**config.mk**
```make
export PLATFORM = sky130hd
export DESIGN_NAME = sram_array_ctrl_256x22_flat
export DESIGN_NICKNAME = d
export VERILOG_FILES = /design/src/rtl/sram_array_ctrl_256x22_if.sv /design/src/rtl/sram_array_ctrl_256x22.sv /design/src/flat_wrapper.sv
export SDC_FILE = /design/constraint.sdc
export NUM_CORES = 1
export LEC_CHECK = 0
export CAP_MARGIN = 20
export CORE_MARGIN = 5
export CORE_UTILIZATION = 25
export DETAILED_ROUTE_END_ITERATION = 8
export PLACE_DENSITY = 0.78
export SYNTH_ARGS = -nofsm -noshare
export SYNTH_HDL_FRONTEND = slang
export SYNTH_SLANG_ARGS = --single-unit
```
**constraint.sdc**
```tcl
create_clock -name clock -period 1.7 [get_ports clock]
set_input_delay 0.34 -clock clock [delete_from_list [all_inputs] [get_ports clock]]
set_output_delay 0.34 -clock clock [all_outputs]
set_load 0.03 [all_outputs]
```
**src/rtl/sram_array_ctrl_256x22_if.sv**
```systemverilog
// Request/response bundle between a requester and the SRAM access controller.
// master: issues write/read requests, sees ready and read responses; slave: controller side.
interface sram_array_ctrl_256x22_if #(
    parameter int ADDR_W = 8,
    parameter int DATA_W = 22
);
    logic              w_req_valid;
    logic              w_req_ready;
    logic [ADDR_W-1:0] w_req_addr;
    logic [DATA_W-1:0] w_req_data;
    logic              r_req_valid;
    logic              r_req_ready;
    logic [ADDR_W-1:0] r_req_addr;
    logic              r_resp_valid;
    logic [DATA_W-1:0] r_resp_data;

    modport master (
        output w_req_valid, w_req_addr, w_req_data,
        output r_req_valid, r_req_addr,
        input  w_req_ready, r_req_ready,
        input  r_resp_valid, r_resp_data
    );

    modport slave (
        input  w_req_valid, w_req_addr, w_req_data,
        input  r_req_valid, r_req_addr,
        output w_req_ready, r_req_ready,
        output r_resp_valid, r_resp_data
    );
endinterface

```
**src/rtl/sram_array_ctrl_256x22.sv**
```systemverilog
// Access controller for a 256x22 single-port SRAM: zero-fills the array after
// reset, then merges write/read request channels onto the RW port (writes win).
// Ports: clock, reset (sync, active high); bus (slave modport: w_req_*, r_req_*,
// r_resp_*); init_done; sram_en/wmode/addr/wmask/wdata to macro; sram_rdata from it.
// Optional: SRAM_CTRL_HOLD_READ_EN keeps the last read data on r_resp_data.
module sram_array_ctrl_256x22 #(
    parameter int                ADDR_W     = 8,
    parameter int                DATA_W     = 22,
    parameter logic [DATA_W-1:0] INIT_VALUE = '0
) (
    input  logic                     clock,
    input  logic                     reset,
    sram_array_ctrl_256x22_if.slave  bus,
    output logic                     init_done,
    output logic                     sram_en,
    output logic                     sram_wmode,
    output logic [ADDR_W-1:0]        sram_addr,
    output logic                     sram_wmask,
    output logic [DATA_W-1:0]        sram_wdata,
    input  logic [DATA_W-1:0]        sram_rdata
);

    localparam int                DEPTH    = 1 << ADDR_W;
    localparam logic [ADDR_W-1:0] LAST_IDX = ADDR_W'(DEPTH - 1);

    typedef enum logic {
        ST_INIT,
        ST_RUN
    } state_t;

    state_t            r_state;
    logic [ADDR_W-1:0] r_init_cnt;
    logic              r_init_done;
    logic              r_resp_vld;

    logic w_run;
    logic w_init_wr;
    logic w_wr_fire;
    logic w_rd_fire;

    // Reset gates every macro access so nothing is written in the reset cycle.
    assign w_run     = !reset && (r_state == ST_RUN);
    assign w_init_wr = !reset && (r_state == ST_INIT);
    assign w_wr_fire = w_run && bus.w_req_valid;
    assign w_rd_fire = w_run && bus.r_req_valid && !bus.w_req_valid;

    assign bus.w_req_ready  = w_run;
    assign bus.r_req_ready  = w_run && !bus.w_req_valid;
    assign bus.r_resp_valid = r_resp_vld;
    assign init_done        = r_init_done;

    always_ff @(posedge clock) begin
        if (reset) begin
            r_state     <= ST_INIT;
            r_init_cnt  <= '0;
            r_init_done <= 1'b0;
            r_resp_vld  <= 1'b0;
        end else begin
            r_resp_vld <= w_rd_fire;
            case (r_state)
                ST_INIT: begin
                    r_init_cnt <= r_init_cnt + 1'b1;
                    // Finish on the last index, not on counter wrap.
                    if (r_init_cnt == LAST_IDX) begin
                        r_state     <= ST_RUN;
                        r_init_done <= 1'b1;
                    end
                end
                default: begin
                    r_state <= ST_RUN;
                end
            endcase
        end
    end

    always_comb begin
        sram_en    = 1'b0;
        sram_wmode = 1'b0;
        sram_wmask = 1'b0;
        sram_addr  = '0;
        sram_wdata = '0;
        unique case (1'b1)
            w_init_wr: begin
                sram_en    = 1'b1;
                sram_wmode = 1'b1;
                sram_wmask = 1'b1;
                sram_addr  = r_init_cnt;
                sram_wdata = INIT_VALUE;
            end
            w_wr_fire: begin
                sram_en    = 1'b1;
                sram_wmode = 1'b1;
                sram_wmask = 1'b1;
                sram_addr  = bus.w_req_addr;
                sram_wdata = bus.w_req_data;
            end
            w_rd_fire: begin
                sram_en   = 1'b1;
                sram_addr = bus.r_req_addr;
            end
            default: begin
            end
        endcase
    end

`ifdef SRAM_CTRL_HOLD_READ_EN
    logic [DATA_W-1:0] r_hold;

    always_ff @(posedge clock) begin
        if (reset) begin
            r_hold <= '0;
        end else if (r_resp_vld) begin
            r_hold <= sram_rdata;
        end
    end

    assign bus.r_resp_data = r_resp_vld ? sram_rdata : r_hold;
`else
    assign bus.r_resp_data = sram_rdata;
`endif

endmodule
```
**src/flat_wrapper.sv**
```systemverilog
// flat-port wrapper written by rule: the top's interface ports become plain ports
module sram_array_ctrl_256x22_flat 
#(
    parameter int                ADDR_W     = 8,
    parameter int                DATA_W     = 22,
    parameter logic [DATA_W-1:0] INIT_VALUE = '0
)
  (clock, reset, init_done, sram_en, sram_wmode, sram_addr, sram_wmask, sram_wdata, sram_rdata, bus_w_req_valid, bus_w_req_addr, bus_w_req_data, bus_r_req_valid, bus_r_req_addr, bus_w_req_ready, bus_r_req_ready, bus_r_resp_valid, bus_r_resp_data);
  sram_array_ctrl_256x22_if #(.ADDR_W(ADDR_W), .DATA_W(DATA_W)) bus_i ();
  input  logic clock;
  input  logic reset;
  output logic init_done;
  output logic sram_en;
  output logic sram_wmode;
  output logic [ADDR_W-1:0] sram_addr;
  output logic sram_wmask;
  output logic [DATA_W-1:0] sram_wdata;
  input  logic [DATA_W-1:0] sram_rdata;
  input wire logic [$bits(bus_i.w_req_valid)-1:0] bus_w_req_valid;
  input wire logic [$bits(bus_i.w_req_addr)-1:0] bus_w_req_addr;
  input wire logic [$bits(bus_i.w_req_data)-1:0] bus_w_req_data;
  input wire logic [$bits(bus_i.r_req_valid)-1:0] bus_r_req_valid;
  input wire logic [$bits(bus_i.r_req_addr)-1:0] bus_r_req_addr;
  output wire logic [$bits(bus_i.w_req_ready)-1:0] bus_w_req_ready;
  output wire logic [$bits(bus_i.r_req_ready)-1:0] bus_r_req_ready;
  output wire logic [$bits(bus_i.r_resp_valid)-1:0] bus_r_resp_valid;
  output wire logic [$bits(bus_i.r_resp_data)-1:0] bus_r_resp_data;
  assign bus_i.w_req_valid = bus_w_req_valid;
  assign bus_i.w_req_addr = bus_w_req_addr;
  assign bus_i.w_req_data = bus_w_req_data;
  assign bus_i.r_req_valid = bus_r_req_valid;
  assign bus_i.r_req_addr = bus_r_req_addr;
  assign bus_w_req_ready = bus_i.w_req_ready;
  assign bus_r_req_ready = bus_i.r_req_ready;
  assign bus_r_resp_valid = bus_i.r_resp_valid;
  assign bus_r_resp_data = bus_i.r_resp_data;
  sram_array_ctrl_256x22 #(.ADDR_W(ADDR_W), .DATA_W(DATA_W), .INIT_VALUE(INIT_VALUE)) u_core (.clock(clock), .reset(reset), .bus(bus_i), .init_done(init_done), .sram_en(sram_en), .sram_wmode(sram_wmode), .sram_addr(sram_addr), .sram_wmask(sram_wmask), .sram_wdata(sram_wdata), .sram_rdata(sram_rdata));
endmodule
```
[Word-level counts from Yosys, hierarchy flattened]
Cells that the tools add are included.
Word-level totals
  input port bits: 64
  output and inout bits: 59
  bits in registers: 11
  word-level logic and storage cells: 24
Operators by class
  bitwise operators: 1
  eq/ne operators: 1
  mux-type cells: 6
  reductions and logical operators: 11
  add/sub/neg operators: 1
Operators by type and width (count)
  $pmux W8 S3: 1
  $mux W22: 1
  $add A8 B1 Y8 const B: 1
  $eq A8 B8 Y1 const B: 1
  $logic_and A1 B1 Y1: 6
  $mux W1: 4
  $reduce_or A3 Y1: 1
  $logic_not A1 Y1: 2
  $reduce_and A2 Y1: 1
  $reduce_or A2 Y1: 1
  $not A1 Y1: 1

[Logic depth before layout (Yosys ltp)]
Gate-level depths: netlist of the first run.
  depth in word-level cells: 6
  gate-level depth with buffers: 6
  mapped depth without buffers: 4

[Worst setup path after synthesis of the first run]
No wires, ideal clock.
  path kind: input to output
  from: in reset
  to: out sram_wdata[12]
  data required time: 1.360 ns
  arrival: 1.506 ns
  stages on the path: 4
  slack: -0.146 ns
  buffers on the path: 2
  cell sequence: buf_2 -> nor2b_2 -> clkbuf_1 -> and3_1
Between the ends
  longest elaborated chain between the ends: 4
RTL lines
  start: declaration: line flat_wrapper.sv:11  | input logic reset;
  $logic_not A1 Y1: line sram_array_ctrl_256x22.sv:42  | assign w_run = !reset && (r_state == ST_RUN);
  $logic_and A1 B1 Y1: line sram_array_ctrl_256x22.sv:42
  named net bus_w_req_ready: line flat_wrapper.sv:24  | output wire logic [$bits(bus_i.w_req_ready)-1:0] bus_w_req_ready;
  $logic_and A1 B1 Y1: line sram_array_ctrl_256x22.sv:44  | assign w_wr_fire = w_run && bus.w_req_valid;
  $mux W22: line sram_array_ctrl_256x22.sv:82  | unique case (1'b1)
  end: declaration: line flat_wrapper.sv:17  | output logic [DATA_W-1:0] sram_wdata;
The timed path passes the listed nets, and every way through them passes these cells.

[Worst setup path after layout of the first run]
  from: reg u_core.r_state
  to: out sram_addr[1]
Between the ends
  longest elaborated chain between the ends: 4
  elaborated cells on any way between the ends: 7
  those cells by class: mux: 1; bitwise: 1; reduce/logical: 5
RTL lines
  start: declaration: line sram_array_ctrl_256x22.sv:31  | state_t r_state;
  start signal: assignment: line sram_array_ctrl_256x22.sv:54  | r_state <= ST_INIT;
  start signal: assignment: line sram_array_ctrl_256x22.sv:65  | r_state <= ST_RUN;
  start signal: assignment: line sram_array_ctrl_256x22.sv:70  | r_state <= ST_RUN;
  $logic_and A1 B1 Y1: line sram_array_ctrl_256x22.sv:42
  $logic_and A1 B1 Y1 (2 in series): line sram_array_ctrl_256x22.sv:45  | assign w_rd_fire = w_run && bus.r_req_valid && !bus.w_req_valid;
  $pmux W8 S3 (*): line sram_array_ctrl_256x22.sv:82
  end: declaration: line flat_wrapper.sv:15  | output logic [ADDR_W-1:0] sram_addr;
Every way passes the cells marked *; elsewhere a longest branch is shown, timed or not.

==> run_results.csv, run 1 <==
group,metric,value,unit
setup_path,slowest_delay,0.36,ns
layout,post-route-util,45.89,%
layout,syn_to_final_growth,76.33,%
routing,via_per_inst,4.591,
synth,synth-edff-count,0,
floorplanning,die_w,72.20,µm
synth,ys_warn_count,0,
synth,ys_top_cells_by_count,"23 x buf_4, 22 x and3_1, 11 x dfxtp_1",
synth,synth_ff_type,"dfxtp_1",
setup_path,crit_arrival,1.44,ns
setup_path,crit_path_start_kind,"flop",
pwr,vdd_ir_drop_max,0.2084,mV
routing,maxUsedRoutingLayer,"met4",
pwr,leakage,0.8046,nW
grt,grt_usage,11.68,%
layout,nets,250,
synth,yosysTopAreaCellShare,22.77,%
routing,drtIter0Drc,39,
status,status,"finished, violations left",
synth,syn_area,967.2,µm²
timing,skew,0.002113,ns
synth,ys_ff_latch,11,
setup_path,cp_max_fo,8,
setup_path,endpoint_kind,"output pin",
worst_hold_path,hold_path_depth,2,
floorplanning,coreArea,0.003716,mm²
synth,synthTopCellsByArea,"dfxtp_1 23%, buf_4 18%, and3_1 14%",
routing,vias,1065,
setup_path,crit_required,1.36,ns
setup_path,cp_cell_sequence,"nor4bb_4 > buf_6 > and2_1 > a221o_1 > buf_6",
timing,fin_crit_sh,104.9,%
setup_path,cpMostUsedCell,"buf_6",
timing,clock.fmax,560.5,MHz
clocking,cts_buffer_depth,2,
layout,drive_gt1_share,32.07,%
setup_path,crit_type,"reg -> out",
setup_path,ff2ff_setup_slack,0.35,ns
synth,muxShareOfSynthArea,1.035,%
timing,relSlewSlack,78.26,%
grt,grt_max_degree,26,
floorplanning,start_util,26.03,%
status,violations,"negative setup slack",
synth,synth.most_common_cell,"buf_4",
synth,synthArstFlopShare,0,%
placement,gp_congestion,0.8043,
synth,synth_adder_area_share,1.294,%
flow_run,max-cap-violations,0,
grt,overflow,0,
timing,slew_violations,0,
placement,hpwl,2526,µm
clocking,clk_latency,0.23,ns
layout,fill_cells,380,
clocking,cts_tree,"yes",
routing,wl_met1,1328,µm
routing,dr.pass1.iters,4,
worst_hold_path,hp-start,"u_core.init_done",
grt,grt_pass1_wl,4954,µm
setup_path,r2r-end,"u_core.r_init_cnt[7]",
floorplanning,rows,22,
placement,dpl.cell_count,227,
routing,drc_errors,0,
grt,grt_pass1_vias,1063,
setup_path,r2r-start,"u_core.r_state",
clocking,htree_levels,1,
pwr,power,0.6955,mW
routing,drt_wl_total,3294,µm
synth,avgSynthCellArea,7.800,µm²
pwr,p_per_area,407.8,mW/mm²
floorplanning,die_h,72.20,µm
routing,drtAntennaViolNets,0,
routing,wire_per_inst,14.20,µm
worst_hold_path,min_to,"u_core.init_done",
timing,setup_viol,7,
synth,synth-compound-area-share,13.07,%
timing,tightest_slew,0.3251,ns
synth,synth_top_area_cell,"dfxtp_1",
routing,met2_length,1680,µm
grt,antenna_found_initial,0,
layout,instances_no_fill,232,
setup_path,crit_slowest_cell,"dfxtp_4",
timing,fin_crit,1.784,ns
timing,hold_viol,0,
synth,ys_types,32,
worst_hold_path,hold_class,"reg -> reg",
synth,synthCells,124,
synth,seq_area_frac_synth,22.77,%
layout,diodes,0,
placement,portBuffers,78,
synth,syn-num-nets,189,
floorplanning,die_area,0.005213,mm²
synth,yosys.area_share.simple,36.22,%
floorplanning,pin_count,123,
synth,synth_xor_area_share,3.622,%
clocking,cts_root_buffer,"clkbuf_8",
timing,layout_setup_ws,-0.08408,ns
timing,rsz0062_at_grt,"yes",
routing,wl_met3,280,µm
clocking,cts_num_sinks,11,
clocking,clk_pin_slew_worst_paths,0.05,ns
synth,synth_top_family_by_area,"simple AND/OR/NAND/NOR gates",
setup_path,r2r_cells,4,
placement,place_ws,-0.4702,ns
clocking,cts_made_buffers,3,
[report_power, final]
group          internal (mW)  switching, mW
Sequential             0.264        0.00890
Clock                  0.164         0.0870
Combinational          0.113         0.0598
Total                  0.540          0.156
[cell families (layout without fill, tap and decap cells)]
| kind of cell | Yosys count | after routing |
|---|---|---|
| AO/OA/AOI/OAI | 16 | 16 |
| adder cells (fa/ha/maj) | 1 | 1 |
| AND/OR/NAND/NOR | 58 | 58 |
| XOR/XNOR | 4 | 4 |
| multiplexers | 1 | 1 |
| flip-flops | 11 | 11 |
| buffers and inverters | 33 | 93 |
[layout make-up]
type | count | area (µm²) | share of cell area, %
timing repair buffer | 88 | 810.8 | 47.54
sequential | 11 | 224.0 | 13.13
tap | 48 | 60.06 | 3.522
multi-input combinational | 80 | 561.8 | 32.94
clock buffer | 4 | 45.04 | 2.641
inverter | 1 | 3.754 | 0.2201
[critical path: cells and delay by family (launching register included)]
kind,cells,cell delay (ns)
buf+inv,2,0.28
flops,1,0.36
compound gates,1,0.28
simple gates,2,0.30
[repair_timing]
action,4_1_cts,5_1_grt
cloned,0,1
pin swaps,1,3
endpoints found under the setup margin,35,31
resized for setup,19,15
setup buffers,1,0
hold buffers,0,0
[layout by cell type, fill, tap and decap left out]
cell type        netlist  routed
clkdlybuf4s50_1        0      40
buf_4                 23      32
and3_1                22      22
buf_6                  0      12
dfxtp_1               11      10
nor2_1                 8       8
a221o_1                7       7
and2_1                 7       6
a21oi_1                4       4
nand2_1                4       4
xor2_1                 3       3
clkbuf_8               0       3
and2_4                 0       2
or3_1                  2       2
nand3b_1               2       2
nand2b_1               2       2
nand4b_1               2       2
o31ai_1                2       2
clkbuf_2               0       2
nor2b_2                1       1
nor4bb_4               0       1
a32oi_1                1       1
or2_4                  0       1
inv_1                  1       1
nor3_2                 0       1
nand3_2                1       1
nor4_1                 1       1
o21bai_1               1       1
o21ai_0                1       1
nor2b_1                1       1
xnor2_1                1       1
mux2i_1                1       1
or4_1                  1       1
ha_1                   1       1
clkbuf_1               7       1
buf_2                  2       1
buf_12                 0       1
dfxtp_4                0       1
[metrics by stage]
stage	instance area, µm²	hold slack (ns)	setup TNS (ns)
final	1705	0.4791	-0.4852
after global routing	1705	0.5137	-1.166
after CTS	1687	0.4890	-0.9444
after detailed placement	1594	0.4672	-9.256
after global placement	1594	0.4591	-7.989
after floorplan	972.2	0.4647	0
[state kept, by name (all words and copies together), names as in the netlist]
name                     cells
u_core.init_done             1
u_core.r_init_cnt            8
u_core.bus.r_resp_valid      1
u_core.r_state               1
[routing by layer]
metal | GRT usage (%) | vias to the layer above
met2 | 20.02 | 47
met5 | 0 | -
met3 | 4.571 | 2
met4 | 3.340 | 0
met1 | 13.38 | 480
li1 | - | 536
[how the worst max path moves through the flow]
stage	startpoint	to	slack, ns
after floorplan	reset	bus_r_req_ready	0.02
after global placement	reset	sram_addr[6]	-0.42
after detailed placement	reset	sram_addr[4]	-0.47
after CTS	u_core.r_state	sram_addr[6]	-0.11
after global routing	u_core.r_state	sram_addr[5]	-0.15
final	u_core.r_state	sram_addr[1]	-0.08
Power figures use the tool's default switching activity.
==> run 2: changes to the inputs <==
Settings changed: SLEW_MARGIN set to 20.
==> results of run 2 <==
Final layout, timing and power as in run 1 (identical DEF).
